**src/rtl/mem_burst_master.sv**
```systemverilog
// mem_burst_master: turns one burst command into per-word
// valid/ready beats on a single-port memory.
module mem_burst_master #(
  parameter int DEPTH = 16,
  parameter int WIDTH = 16,
  localparam int ADDR_WIDTH = $clog2(DEPTH)
) (
  input  logic                  clk,
  input  logic                  rst,
  input  logic                  cmd_valid_i,
  output logic                  cmd_ready_o,
  input  logic                  cmd_wr_i,
  input  logic [ADDR_WIDTH-1:0] cmd_addr_i,
  input  logic [ADDR_WIDTH:0]   cmd_len_i,
  input  logic                  wr_valid_i,
  output logic                  wr_ready_o,
  input  logic [WIDTH-1:0]      wr_data_i,
  output logic                  rd_valid_o,
  input  logic                  rd_ready_i,
  output logic [WIDTH-1:0]      rd_data_o,
  output logic                  mem_valid_o,
  input  logic                  mem_ready_i,
  output logic                  mem_w_r_o,
  output logic [ADDR_WIDTH-1:0] mem_addr_o,
  output logic [WIDTH-1:0]      mem_wdata_o,
  input  logic [WIDTH-1:0]      mem_rdata_i,
  output logic                  busy_o,
  output logic                  done_o
);

  typedef enum logic [1:0] {
    IDLE,
    WR,
    RD,
    DONE
  } state_t;

  localparam logic [ADDR_WIDTH-1:0] A_ONE = 1;
  localparam logic [ADDR_WIDTH:0]   L_ONE = 1;
  localparam logic [ADDR_WIDTH:0]   L_ZERO = 0;
  localparam logic [1:0]            TWO = 2'd2;

  state_t                state;
  logic                  live;
  logic [ADDR_WIDTH-1:0] addr;
  logic [ADDR_WIDTH:0]   rem;
  logic                  inflight;
  logic [1:0]            cnt;
  logic                  wp;
  logic                  rp;
  logic [WIDTH-1:0]      fifo [2];

  logic       cmd_fire;
  logic       wr_beat;
  logic       rd_beat;
  logic       pop;
  logic [1:0] occ;

  // words issued but not yet handed downstream
  assign occ = cnt + {1'b0, inflight};

  assign cmd_ready_o = (state == IDLE) & live;
  assign cmd_fire = cmd_valid_i & cmd_ready_o;
  assign wr_beat = (state == WR) & mem_valid_o & mem_ready_i;
  assign rd_beat = (state == RD) & mem_valid_o & mem_ready_i;
  assign rd_valid_o = cnt != 2'd0;
  assign rd_data_o = fifo[rp];
  assign pop = rd_valid_o & rd_ready_i;
  assign busy_o = state != IDLE;
  assign done_o = state == DONE;

  always_comb begin
    mem_valid_o = 1'b0;
    mem_w_r_o = 1'b0;
    mem_addr_o = addr;
    mem_wdata_o = '0;
    wr_ready_o = 1'b0;
    unique case (state)
      IDLE: mem_addr_o = '0;
      WR: begin
        mem_valid_o = wr_valid_i;
        mem_w_r_o = 1'b1;
        mem_wdata_o = wr_data_i;
        wr_ready_o = mem_ready_i;
      end
      RD: mem_valid_o = (rem != L_ZERO) & (occ < TWO);
      DONE: mem_valid_o = 1'b0;
    endcase
  end

  always_ff @(posedge clk or posedge rst) begin
    if (rst) begin
      state <= IDLE;
      live <= 1'b0;
      addr <= '0;
      rem <= '0;
      inflight <= 1'b0;
      cnt <= 2'd0;
      wp <= 1'b0;
      rp <= 1'b0;
      fifo[0] <= '0;
      fifo[1] <= '0;
    end else begin
      live <= 1'b1;
      // read data lands one edge after its beat
      if (inflight) begin
        fifo[wp] <= mem_rdata_i;
        wp <= ~wp;
      end
      if (pop) rp <= ~rp;
      cnt <= occ - {1'b0, pop};
      inflight <= rd_beat;
      unique case (state)
        IDLE: begin
          if (cmd_fire) begin
            addr <= cmd_addr_i;
            rem <= cmd_len_i;
            if (cmd_len_i == L_ZERO) state <= DONE;
            else if (cmd_wr_i) state <= WR;
            else state <= RD;
          end
        end
        WR: begin
          if (wr_beat) begin
            addr <= addr + A_ONE;
            rem <= rem - L_ONE;
            if (rem == L_ONE) state <= DONE;
          end
        end
        RD: begin
          if (rd_beat) begin
            addr <= addr + A_ONE;
            rem <= rem - L_ONE;
          end
          if (rem == L_ZERO && cnt == 2'd0 && !inflight)
            state <= DONE;
        end
        DONE: state <= IDLE;
      endcase
    end
  end

endmodule

```
**config.mk**
```make
export PLATFORM = sky130hd
export DESIGN_NAME = mem_burst_master
export DESIGN_NICKNAME = d
export VERILOG_FILES = /design/src/rtl/mem_burst_master.sv
export SDC_FILE = /design/constraint.sdc
export NUM_CORES = 1
export LEC_CHECK = 0
export ABC_CLOCK_PERIOD_IN_PS = 2500
export CAP_MARGIN = 10
export CELL_PAD_IN_SITES_DETAIL_PLACEMENT = 1
export CELL_PAD_IN_SITES_GLOBAL_PLACEMENT = 1
export CORE_UTILIZATION = 35
export CTS_CLUSTER_SIZE = 20
export DETAILED_ROUTE_END_ITERATION = 12
export PLACE_DENSITY_LB_ADDON = 0.15
export SETUP_SLACK_MARGIN = 0.1
export SLEW_MARGIN = 20
export SYNTH_ARGS = -nofsm -noshare
export SYNTH_HDL_FRONTEND = slang
export SYNTH_SLANG_ARGS = --single-unit
export TNS_END_PERCENT = 10
```
**constraint.sdc**
```tcl
create_clock -name clk -period 2.5 [get_ports clk]
set_input_delay 0.75 -clock clk [delete_from_list [all_inputs] [get_ports clk]]
set_output_delay 0.75 -clock clk [all_outputs]
set_load 0.005 [all_outputs]
```
# Yosys cells after proc, flatten, opt, wreduce, memory -nomap -nowiden

Index checks and enable logic that the tools add are counted.

Flip-flop bits (word level): 49
Input port bits: 48

Add/sub/neg operators: 4
$lt $le $gt $ge: 4
Equal/unequal tests: 9
Muxes and demuxes: 26
Bitwise gates (word level): 12
Reductions and logical operators: 14

Operators with widths:

| operator                                               | count |
|---|---|
| two-way mux 16 bit                                     | 5 |
| bitwise mux 32 bit                                     | 1 |
| demux 16 bit (select 1 bit)                            | 1 |
| two-way mux 4 bit                                      | 4 |
| two-way mux 5 bit                                      | 3 |
| one-hot mux 5 bit (3 select lines)                     | 1 |
| two-way mux 2 bit                                      | 6 |
| one-hot mux 4 bit (3 select lines)                     | 1 |
| zero test 5 bit                                        | 2 |
| bitwise AND 1 bit                                      | 8 |
| one-hot mux 2 bit (4 select lines)                     | 1 |
| AND reduction 4 bit                                    | 2 |
| inequality test 2 bit (second input constant)          | 3 |
| == test 5 x 1 -> 1 bit (second input constant)         | 1 |
| nonzero test 5 bit                                     | 1 |
| subtractor 5 x 1 -> 5 bit (second input constant)      | 1 |
| adder 4 x 1 -> 4 bit (second input constant)           | 1 |
| == test 2 bit (second input constant)                  | 2 |
| >= comparator 2 bit (second input constant)            | 2 |
| zero test 2 bit                                        | 2 |
| inequality test 2 x 1 -> 1 bit (second input constant) | 2 |
| inverter 1 -> 2 bit                                    | 2 |
| nonzero test 2 bit                                     | 2 |
| logical AND 1 bit                                      | 3 |
| 10 further kinds                                       | 12 |

# Depth between registers and ports, before layout

Gate-level depths: netlist of the first run.

Depth in word-level cells: 8
Gate-level depth with buffers: 8
Mapped depth without buffers: 6

# Least setup slack after synthesis of the first run

No wires, ideal clock.

Path kind: register -> output
From: register inflight
To: output port mem_valid_o
Arrival: 1342 ps
Slack: 408 ps
Cell stages (with the launch flop): 5
Buffers on the path: 0
Cells stage by stage: dfrtp_1 ha_1 xnor2_1 nand3_1 a21oi_1

Word-level cells in the longest chain between the ends: 4

Ends and longest elaborated chain:

| item                               | line | text |
|---|---|---|
| start: declaration                 | 47   | `logic inflight;` |
| start signal: assignment           | 112  | `inflight <= rd_beat;` |
| adder 2 x 1 -> 2 bit               | 60   | `assign occ = cnt + {1'b0, inflight};` |
| < comparator 2 bit                 | 86   | `RD: mem_valid_o = (rem != L_ZERO) & (occ < TWO);` |
| bitwise AND 1 bit                  | 86   |  |
| one-hot mux 1 bit (2 select lines) | 78   | `unique case (state)` |
| end: declaration                   | 21   | `output logic mem_valid_o,` |

Every way passes these cells.

# Worst setup path after layout of the first run

From: register rem[0]
To: output port mem_valid_o

Word-level cells in the longest chain between the ends: 3

Ends and longest elaborated chain:

| item                               | line | text |
|---|---|---|
| start: declaration                 | 46   | `logic [ADDR_WIDTH:0] rem;` |
| start signal: assignment           | 117  | `rem <= cmd_len_i;` |
| start signal: assignment           | 126  | `rem <= rem - L_ONE;` |
| start signal: assignment           | 133  | `rem <= rem - L_ONE;` |
| nonzero test 5 bit                 | 86   |  |
| bitwise AND 1 bit                  | 86   |  |
| one-hot mux 1 bit (2 select lines) | 78   |  |

Every way passes these cells.

==> summary.md, run 1 <==
| Metric | Value |
|---|---|
| First-pass GRT wire length | 10700 um |
| Asr flop ratio synth | 100% |
| Die height | 89.6 um |
| FF+latch count, synth | 49 |
| Crit path DAT | 1.66 ns |
| Vias in the first global route | 2207 |
| Die X | 89.6 um |
| Power Dens Cells | 1180 nW/um^2 |
| Hpwl dp | 5170 um |
| Ys flop type | dfrtp_1 |
| Setup Viol. Count Final | 0 |
| Die area | 8030 um^2 |
| Mapped Nets | 286 |
| Adder-Cell Fraction of Synth Area | 5.12% |
| Combinational family with the most area after synthesis | multiplexers |
| Max-Cap Viols | 0 |
| ANT nets after route | 0 |
| Synth Area per Inst | 11.8 um^2 |
| Clock Skew | 0.0100 ns |
| Gr ovfl total | 0 |
| Largest net degree at the start of global routing | 32 |
| Gr usage total | 17.6% |
| I/O pin count | 91 |
| Seq/Total Area, Yosys | 45.6% |
| Netlist cell types | 40 |
| Highest routed layer | met4 |
| Metal2 WL | 3370 um |
| RSZ-0062 raised after global routing | true |
| Met1 WL | 2960 um |
| Fin. Hold Viols | 0 |
| TritonCTS buffer count | 5 |
| Initial antenna violation count | 0 |
| WS Path Type | flip-flop to primary output |
| Startpoint types | flip-flop |
| Routed via count | 2176 |
| Fmax | 0.414 GHz |
| CTS max path bufs | 2 |
| First-pass detailed-route iteration total | 4 |
| Metal3 WL | 477 um |
| H-tree depth | 2 |
| Port buffer count | 90 |
| Post-route cell area | 4010 um^2 |
| Crit-path max FO | 2 |
| Post-Synth XOR/XNOR Area | 1.30% |
| Final Wtd Congestion | 0.821 |
| Row Count | 31 |
| Area after DPL | 3860 um^2 |
| CTS tree | yes |
| Cells after synthesis | 227 |
| Slew Limit Fails | 0 |
| Hold WC Path Type | flip-flop to flip-flop |
| Wire per inst | 15.4 um |
| Leak | 1.81 nW |
| # hold bufs at CTS | 0 |
| Maximum vdd ir drop | 458 uV |
| DRC Markers | 0 |
| Starting Density | 36.7% |
| Hold slack | 0.501 ns |
| Initial DRC Count | 65 |
| Post-synthesis mux area share | 23.4% |
| Synth area leader | dfrtp_1 |
| Fin util | 54.7% |
| Final Cycle Share | 96.5% |
| Clk root buf | clkbuf_8 |
| Layout cell share with drive strength beyond 1 | 30.3% |
| Simple-gate area share of the yosys netlist | 11.2% |
| Top cell type's share of synthesized area | 45.6% |
| Synthesized area | 2690 um^2 |
| Area contributors post-synth | dfrtp_1, mux2_2, ha_1 |
| Synth-to-layout area growth | 49.3% |
| Synth Area in Compound Gates | 8.89% |
| Final WL | 6860 um |
| Antenna cells | 0 |
| Synth warn | 0 |
| TritonCTS Sinks | 49 |
| Vias per cell | 4.89 |
| Worst EP required | 1.75 ns |
| Final Critical Period | 2.41 ns |
| Status | complete, no violations |
| Clk_lat worst skew | 0.30 ns |
| Nets@finish | 404 |
| Crit end category | primary output |
| Post-synth EDFFs | 0 |
| Clock transition at path regs | 0.10 ns |
| Floorplan core area | 7330 um^2 |
final cells by class:
| cell class | count | area (um^2) |
|---|---|---|
| well taps | 99 | 124 |
| repair buffers | 122 | 1140 |
| clock buffers | 5 | 68.8 |
| multi-input cells | 152 | 1380 |
| inverters | 15 | 56.3 |
| clock inverters | 3 | 25.0 |
| fillers | 777 | 3320 |
| flip-flops and latches | 49 | 1230 |
metal layers:
metal / GRT usage (%) / up-vias
met3: 3.29 / 5
met5: 0 / -
met2: 31.0 / 69
met1: 22.4 / 1069
met4: 3.90 / 0
li1: - / 1033
timing repair:
action | in CTS | in global routing
pin swaps | 2 | 0
resized for setup | 33 | 4
buffers inserted | 4 | 3
endpoints found under the hold margin | 0 | 0
gates cloned | 0 | 0
setup endpoints to repair | 35 | 27
cells in the final DEF (no fill, tap or decap), drive strengths merged, types with 3 or more instances in the layout:
| master | count |
|---|---|
| o21ai | 3 |
| and2 | 19 |
| dlygate4sd2 | 23 |
| ha | 11 |
| clkbuf | 6 |
| a221oi | 3 |
| nand2 | 9 |
| mux2 | 51 |
| inv | 16 |
| o22a | 3 |
| nand3 | 7 |
| buf | 32 |
| nor2 | 5 |
| a211oi | 6 |
| nor2b | 3 |
| o32ai | 3 |
| a21oi | 3 |
| dfrtp | 49 |
| mux2i | 5 |
| clkdlybuf4s50 | 66 |
power by group:
part	internal, mW	total [mW]	switching [mW]
Combinational	1.70	2.86	1.16
Sequential	1.17	1.39	0.217
Clock	0.203	0.488	0.285
Total	3.07	4.73	1.66
per-stage QoR:
stage	power, mW	cells	setup slack, ns	setup TNS (ns)
floorplan	2.90	227	0.408	0
global placement	4.16	430	-0.185	-1.20
detailed placement	4.24	430	-0.204	-1.39
CTS	4.75	442	-0.0941	-0.0941
global route	5.10	445	0.0297	0
finish	4.73	445	0.0867	0
state kept, by name (all words and copies together) (netlist names):
signal / cells
rem: 5
fifo: 32
rp: 1
wp: 1
addr: 4
live: 1
cnt: 2
inflight: 1
state: 2
kinds of logic (layout without fill, tap and decap cells):
kind of cell,after synthesis,after routing
compound gates,29,29
xor+xnor,4,4
fa+ha+maj,11,11
buf+inv,26,145
flops,49,49
mux,56,56
other cells,1,1
simple gates,51,51
synth_stat cells (3+ instances only):
master / instances
a221oi_1: 3
nand3_1: 7
inv_1: 15
ha_1: 11
o22a_1: 3
dfrtp_1: 49
o21ai_0: 3
mux2i_1: 5
a21oi_1: 3
nand2_1: 9
o32ai_1: 3
nor2_1: 5
a211oi_1: 6
nor2b_1: 3
and2_1: 19
clkbuf_1: 6
mux2_2: 49
worst paths after layout:
check | slack, ns | from | to | cells after the start
worst max-delay path | 0.09 | rem[0] | mem_valid_o | 6
worst min register to register | 0.50 | wp | wp | 1
min in group asynchronous | 0.76 | rst | fifo[14] | 2
worst max register to register | 0.20 | state[0] | addr[3] | 9
max in group asynchronous | 1.22 | rst | inflight | 3
worst min-delay path | 0.50 | wp | wp | 1
critical path: stages, from the launching register on:
cell and delay [ns]:
dfrtp_1 0.41, inv_2 0.07, ha_1 0.14, or4b_4 0.48, nand3_2 0.09, a21oi_1 0.06, clkbuf_2 0.11
(Power assumes the default switching activity.)
==> inputs of run 2 (changes only) <==
CORE_MARGIN = 2   (was default)
PLACE_DENSITY_LB_ADDON = 0.1   (was 0.15)
==> run 2 against run 1 <==
Clock power is 18% higher; combinational power is 6% lower; critical path type unchanged; count of clock-buffer cells in the layout is 1 higher; sequential power hardly changed; first-iteration DRC count is 49% lower; final cell count is 1.6% lower; register-to-register slack hardly changed; via count is 0.78% lower.
==> summary.md, run 2 (synthesis results as in run 1) <==
| Metric | Value |
|---|---|
| Status | complete, no violations |
| Reg with most FFs | fifo |
| Worst EP required | 1.75 ns |
| Hpwl dp | 5270 um |
| Power Dens Cells | 1160 nW/um^2 |
| Largest regs | fifo (32), rem (5), addr (4) |
| TritonCTS Sinks | 49 |
| Layout cell share with drive strength beyond 1 | 28.6% |
| Wire per inst | 15.7 um |
| Initial DRC Count | 33 |
| HP Start | fifo[6] |
| Crit path DAT | 1.65 ns |
| I/O pin count | 91 |
| DRC Markers | 0 |
| Final Wtd Congestion | 0.797 |
| Hold EP | fifo[6] |
| Initial antenna violation count | 0 |
| Synth-to-layout area growth | 49.5% |
| Setup Viol. Count Final | 0 |
| WS Path Type | flip-flop to primary output |
| Starting Density | 36.7% |
| Final setup margin | 0.0982 ns |
| Clk root buf | clkbuf_8 |
| Final Critical Period | 2.40 ns |
| Antenna cells | 0 |
| Fin. Hold Viols | 0 |
| Most frequent cells in the layout | clkdlybuf4s50_1, mux2_2, dfrtp_1, dlygate4sd2_1, buf_4 |
| First-pass GRT wire length | 11400 um |
| Vias per cell | 4.93 |
| Max-Cap Viols | 0 |
| Startpoint types | flip-flop |
| Setup slack, reg-to-reg | 0.21 ns |
| Gr ovfl total | 0 |
| Clock transition at path regs | 0.09 ns |
| RSZ-0062 raised after global routing | true |
| Crit-path max FO | 2 |
| FILL cells | 798 |
| Port buffer count | 90 |
| Die area | 8400 um^2 |
| Die X | 91.6 um |
| Reg2Reg Launch Point | state[1] |
| Largest net degree at the start of global routing | 33 |
| Clock Skew | 0.00696 ns |
| Hold slack | 0.509 ns |
| Routed via count | 2159 |
| Leak | 1.94 nW |
| Number of flip-flops in the largest register | 32 |
| TritonCTS buffer count | 5 |
| Maximum vdd ir drop | 499 uV |
| CTS tree | yes |
| Floorplan core area | 7330 um^2 |
| First-pass detailed-route iteration total | 6 |
| Setup TNS | 0 ns |
| Gr usage total | 17.0% |
| Commonest non-fill, non-tap cell in the layout | clkdlybuf4s50_1 |
| H-tree depth | 2 |
| Final WL | 6890 um |
| Number of cells on the worst reg-to-reg path | 8 |
| Post-Place Worst Slack | -0.206 ns |
| WHS Path Cells | 1 |
| Die height | 91.6 um |
| Vias in the first global route | 2352 |
| Crit end category | primary output |
| Slew Limit Fails | 0 |
| Nets@finish | 397 |
| Row Count | 31 |
| R2r endpoint | addr[1] |
| Fmax | 0.416 GHz |
| ANT nets after route | 0 |
| Final Cycle Share | 96.1% |
| CTS max path bufs | 2 |
| Hold WC Path Type | flip-flop to flip-flop |
| Clk_lat worst skew | 0.30 ns |
run 2: cell types whose count changed in the layout (fill, tap and decap cells not counted), sizes merged:
cell and change:
buf -7, bufinv +1, clkbuf +1, clkdlybuf4s50 -16
clkinvlp -1, dlygate4sd2 +4, dlymetal6s2s +12, inv -1
run 2: metrics by stage:
stage	instance area [um^2]	utilization, %	cells	total power [mW]
global placement	3850	52.5	428	4.16
floorplan	2690	-	227	2.90
finish	4020	54.8	438	4.67
detailed placement	3850	52.5	428	4.24
CTS	3960	54.0	436	4.74
global route	4020	54.8	438	5.05
run 2: per-layer routing:
layer	vias to the layer above	global-route usage, %	share of wire, %
met5	-	0	0
met3	2	4.11	6.1
li1	1028	-	-
met1	1059	20.8	43
met2	70	30.1	50
met4	0	3.79	0.42
run 2: layout make-up:
class	count	area [um^2]	share of cell area (%)
timing repair buffer	115	1120	28.0
tap	99	124	3.08
clock inverter	2	38.8	0.965
multi-input combinational	152	1380	34.2
clock buffer	6	72.6	1.81
sequential	49	1230	30.5
inverter	15	56.3	1.40
run 2: report_power, final:
| part | internal [mW] | switching [mW] |
|---|---|---|
| Combinational | 1.58 | 1.13 |
| Sequential | 1.17 | 0.218 |
| Clock | 0.301 | 0.274 |
run 2: repair_timing:
action | 4_1_cts | 5_1_grt
setup buffers | 0 | 2
hold buffers | 0 | 0
cloned | 0 | 0
setup endpoints to repair | 36 | 19
pin swaps | 1 | 0
endpoints found under the hold margin | 0 | 0
resized for setup | 37 | 17
run 2: how the worst max path moves through the flow:
stage / from / end / cells past startpoint
after floorplan: inflight / mem_valid_o / 4
after global placement: wr_valid_i / mem_valid_o / 4
after detailed placement: wr_valid_i / mem_valid_o / 4
after CTS: state[1] / mem_wdata_o[5] / 5
after global routing: rem[1] / mem_valid_o / 6
final: rem[0] / mem_valid_o / 6
run 2: worst max-delay path: stages (launching register included):
cell,delay [ns]
dfrtp_1,0.40
inv_2,0.07
ha_2,0.16
or4b_4,0.47
nand3_2,0.08
a21oi_1,0.06
clkbuf_2,0.11
==> inputs of run 3 (changes only) <==
CELL_PAD_IN_SITES_DETAIL_PLACEMENT = default   (was 1)
CELL_PAD_IN_SITES_GLOBAL_PLACEMENT = default   (was 1)
CORE_UTILIZATION = 46   (was 35)
PLACE_DENSITY = 0.81   (was default)
PLACE_DENSITY_LB_ADDON = default   (was 0.1)
==> run 3 against run 2 <==
Global-route usage up 3.2 points; sequential power hardly changed; worst hold slack lost 0.012 ns; maximum frequency barely moved; routed wire length decreased by 8.7%; power is 3.4% higher; via count about the same; combinational power up 2%.
==> summary.md, run 3 (synthesis results as in run 1) <==
| Metric | Value |
|---|---|
| CP delay by family, top | simple AND/OR/NAND/NOR gates |
| FILL cells | 431 |
| Area after DPL | 3780 um^2 |
| Worst slew margin | 54.8% |
| Clk_lat worst skew | 0.30 ns |
| Commonest non-fill, non-tap cell in the layout | clkdlybuf4s50_1 |
| Crit path DAT | 1.65 ns |
| Status | complete, no violations |
| Crit path cell chain | inv_2, ha_4, or4b_4, nand3_4, a21oi_2, clkbuf_2 |
| Nets@finish | 400 |
| HP Start | wp |
| Die X | 80.4 um |
| Crit-path max FO | 2 |
| TritonCTS Sinks | 49 |
| Largest regs | fifo (32), rem (5), addr (4) |
| Initial DRC Count | 110 |
| CP Buf/Inv Count | 2 |
| Final WL | 6290 um |
| Clk root buf | clkbuf_8 |
| Die height | 80.4 um |
| Final Wtd Congestion | 0.818 |
| Fin. Hold Viols | 0 |
| Slew Limit Fails | 0 |
| TritonCTS buffer count | 5 |
| Wire per inst | 15.2 um |
| Layout cell share with drive strength beyond 1 | 30.4% |
| Crit end category | primary output |
| Final Cycle Share | 96.1% |
| Post-Place Worst Slack | -0.224 ns |
| Row Count | 27 |
| Hpwl dp | 4730 um |
| Gr ovfl total | 0 |
| Maximum vdd ir drop | 1030 uV |
| WS Path Type | flip-flop to primary output |
| H-tree depth | 2 |
| Slowest CP cell | or4b_4 |
| Power Dens Cells | 1210 nW/um^2 |
| Largest net degree at the start of global routing | 27 |
| Die area | 6470 um^2 |
| First-pass detailed-route iteration total | 6 |
| I/O pin count | 91 |
| Layout Cells excl Fill | 414 |
| DP Cell Count | 400 |
| Starting Density | 48.2% |
| Worst EP required | 1.75 ns |
| Fmax | 0.416 GHz |
| Reg2Reg Launch Point | state[0] |
| CTS max path bufs | 2 |
| Worst Setup SP | rem[0] |
| Setup TNS | 0 ns |
| Clock transition at path regs | 0.09 ns |
| Reg with most FFs | fifo |
| Gr usage total | 20.2% |
| DRC Markers | 0 |
| Startpoint types | flip-flop |
| Most frequent cells in the layout | clkdlybuf4s50_1, mux2_2, dfrtp_1, dlygate4sd2_1, buf_4 |
| Vias in the first global route | 2144 |
| Setup Viol. Count Final | 0 |
| Leak | 1.83 nW |
| Max-Cap Viols | 0 |
| Antenna cells | 0 |
| Number of flip-flops in the largest register | 32 |
| ANT nets after route | 0 |
| Clock Skew | 0.00503 ns |
| CTS tree | yes |
| Final setup margin | 0.0976 ns |
| Port buffer count | 90 |
| Initial antenna violation count | 0 |
| Vias per cell | 5.21 |
| Floorplan core area | 5570 um^2 |
| First-pass GRT wire length | 10100 um |
| Routed via count | 2157 |
| Fin util | 71.7% |
| Slew @ Worst Pin | 0.676 ns |
| Synth-to-layout area growth | 48.6% |
| Post-route cell area | 4000 um^2 |
| RSZ-0062 raised after global routing | true |
| Hold WC Path Type | flip-flop to flip-flop |
| Final Critical Period | 2.40 ns |
| Max incr delay on CP | 0.50 ns |
## run 3: final timing paths
kind                                to  slack (ns)  cells after the start
setup / recovery           mem_valid_o         0.1                      6
hold / removal                      wp        0.50                      1
setup reg to reg               addr[3]        0.31                      8
hold reg to reg                     wp        0.50                      1
max in group asynchronous     state[0]        1.28                      3
min in group asynchronous      addr[2]        0.65                      2
## run 3: area by class of cell
class	count	area (um^2)	share of cell area, %
clock inverters	3	68.8	1.72
repair buffers	118	1080	27.0
well taps	72	90.1	2.25
multi-input cells	152	1410	35.2
flip-flops and latches	49	1230	30.7
clock buffers	5	68.8	1.72
inverters	15	56.3	1.41
## run 3: timing repair
item | 4_1_cts | 5_1_grt
pin swaps | 2 | 0
gates resized for setup | 42 | 6
setup buffers | 4 | 2
endpoints found under the setup margin | 37 | 12
cloned | 0 | 0
hold buffers | 0 | 0
## run 3: power by group
group / switching (mW) / total, mW / internal, mW
Sequential: 0.218 / 1.39 / 1.17
Clock: 0.273 / 0.676 / 0.403
Combinational: 1.13 / 2.76 / 1.63
Total: 1.62 / 4.83 / 3.20
## run 3: per-stage QoR
step	power [mW]	hold slack, ns
2_1_floorplan	2.90	0.463
3_3_place_gp	4.06	0.477
3_5_place_dp	4.15	0.487
4_1_cts	4.80	0.503
5_1_grt	5.19	0.523
6_report	4.83	0.497
## run 3: routing by layer
layer  track usage (%)  share of wire [%]  vias to the layer above
li1                  -                  -                     1036
met1              24.4                 42                     1055
met2              36.6                 52                       58
met3              4.04                4.8                        8
met4              4.92                1.6                        0
met5                 0                  0                        -
## run 3: worst reg2reg max path, stage by stage (launching register included)
cell and delay, ns:
dfrtp_2 0.43, inv_2 0.08, ha_1 0.30, buf_4 0.22
nand3_1 0.12, mux2_1 0.33, buf_4 0.17, a221oi_1 0.30
o22a_1 0.19
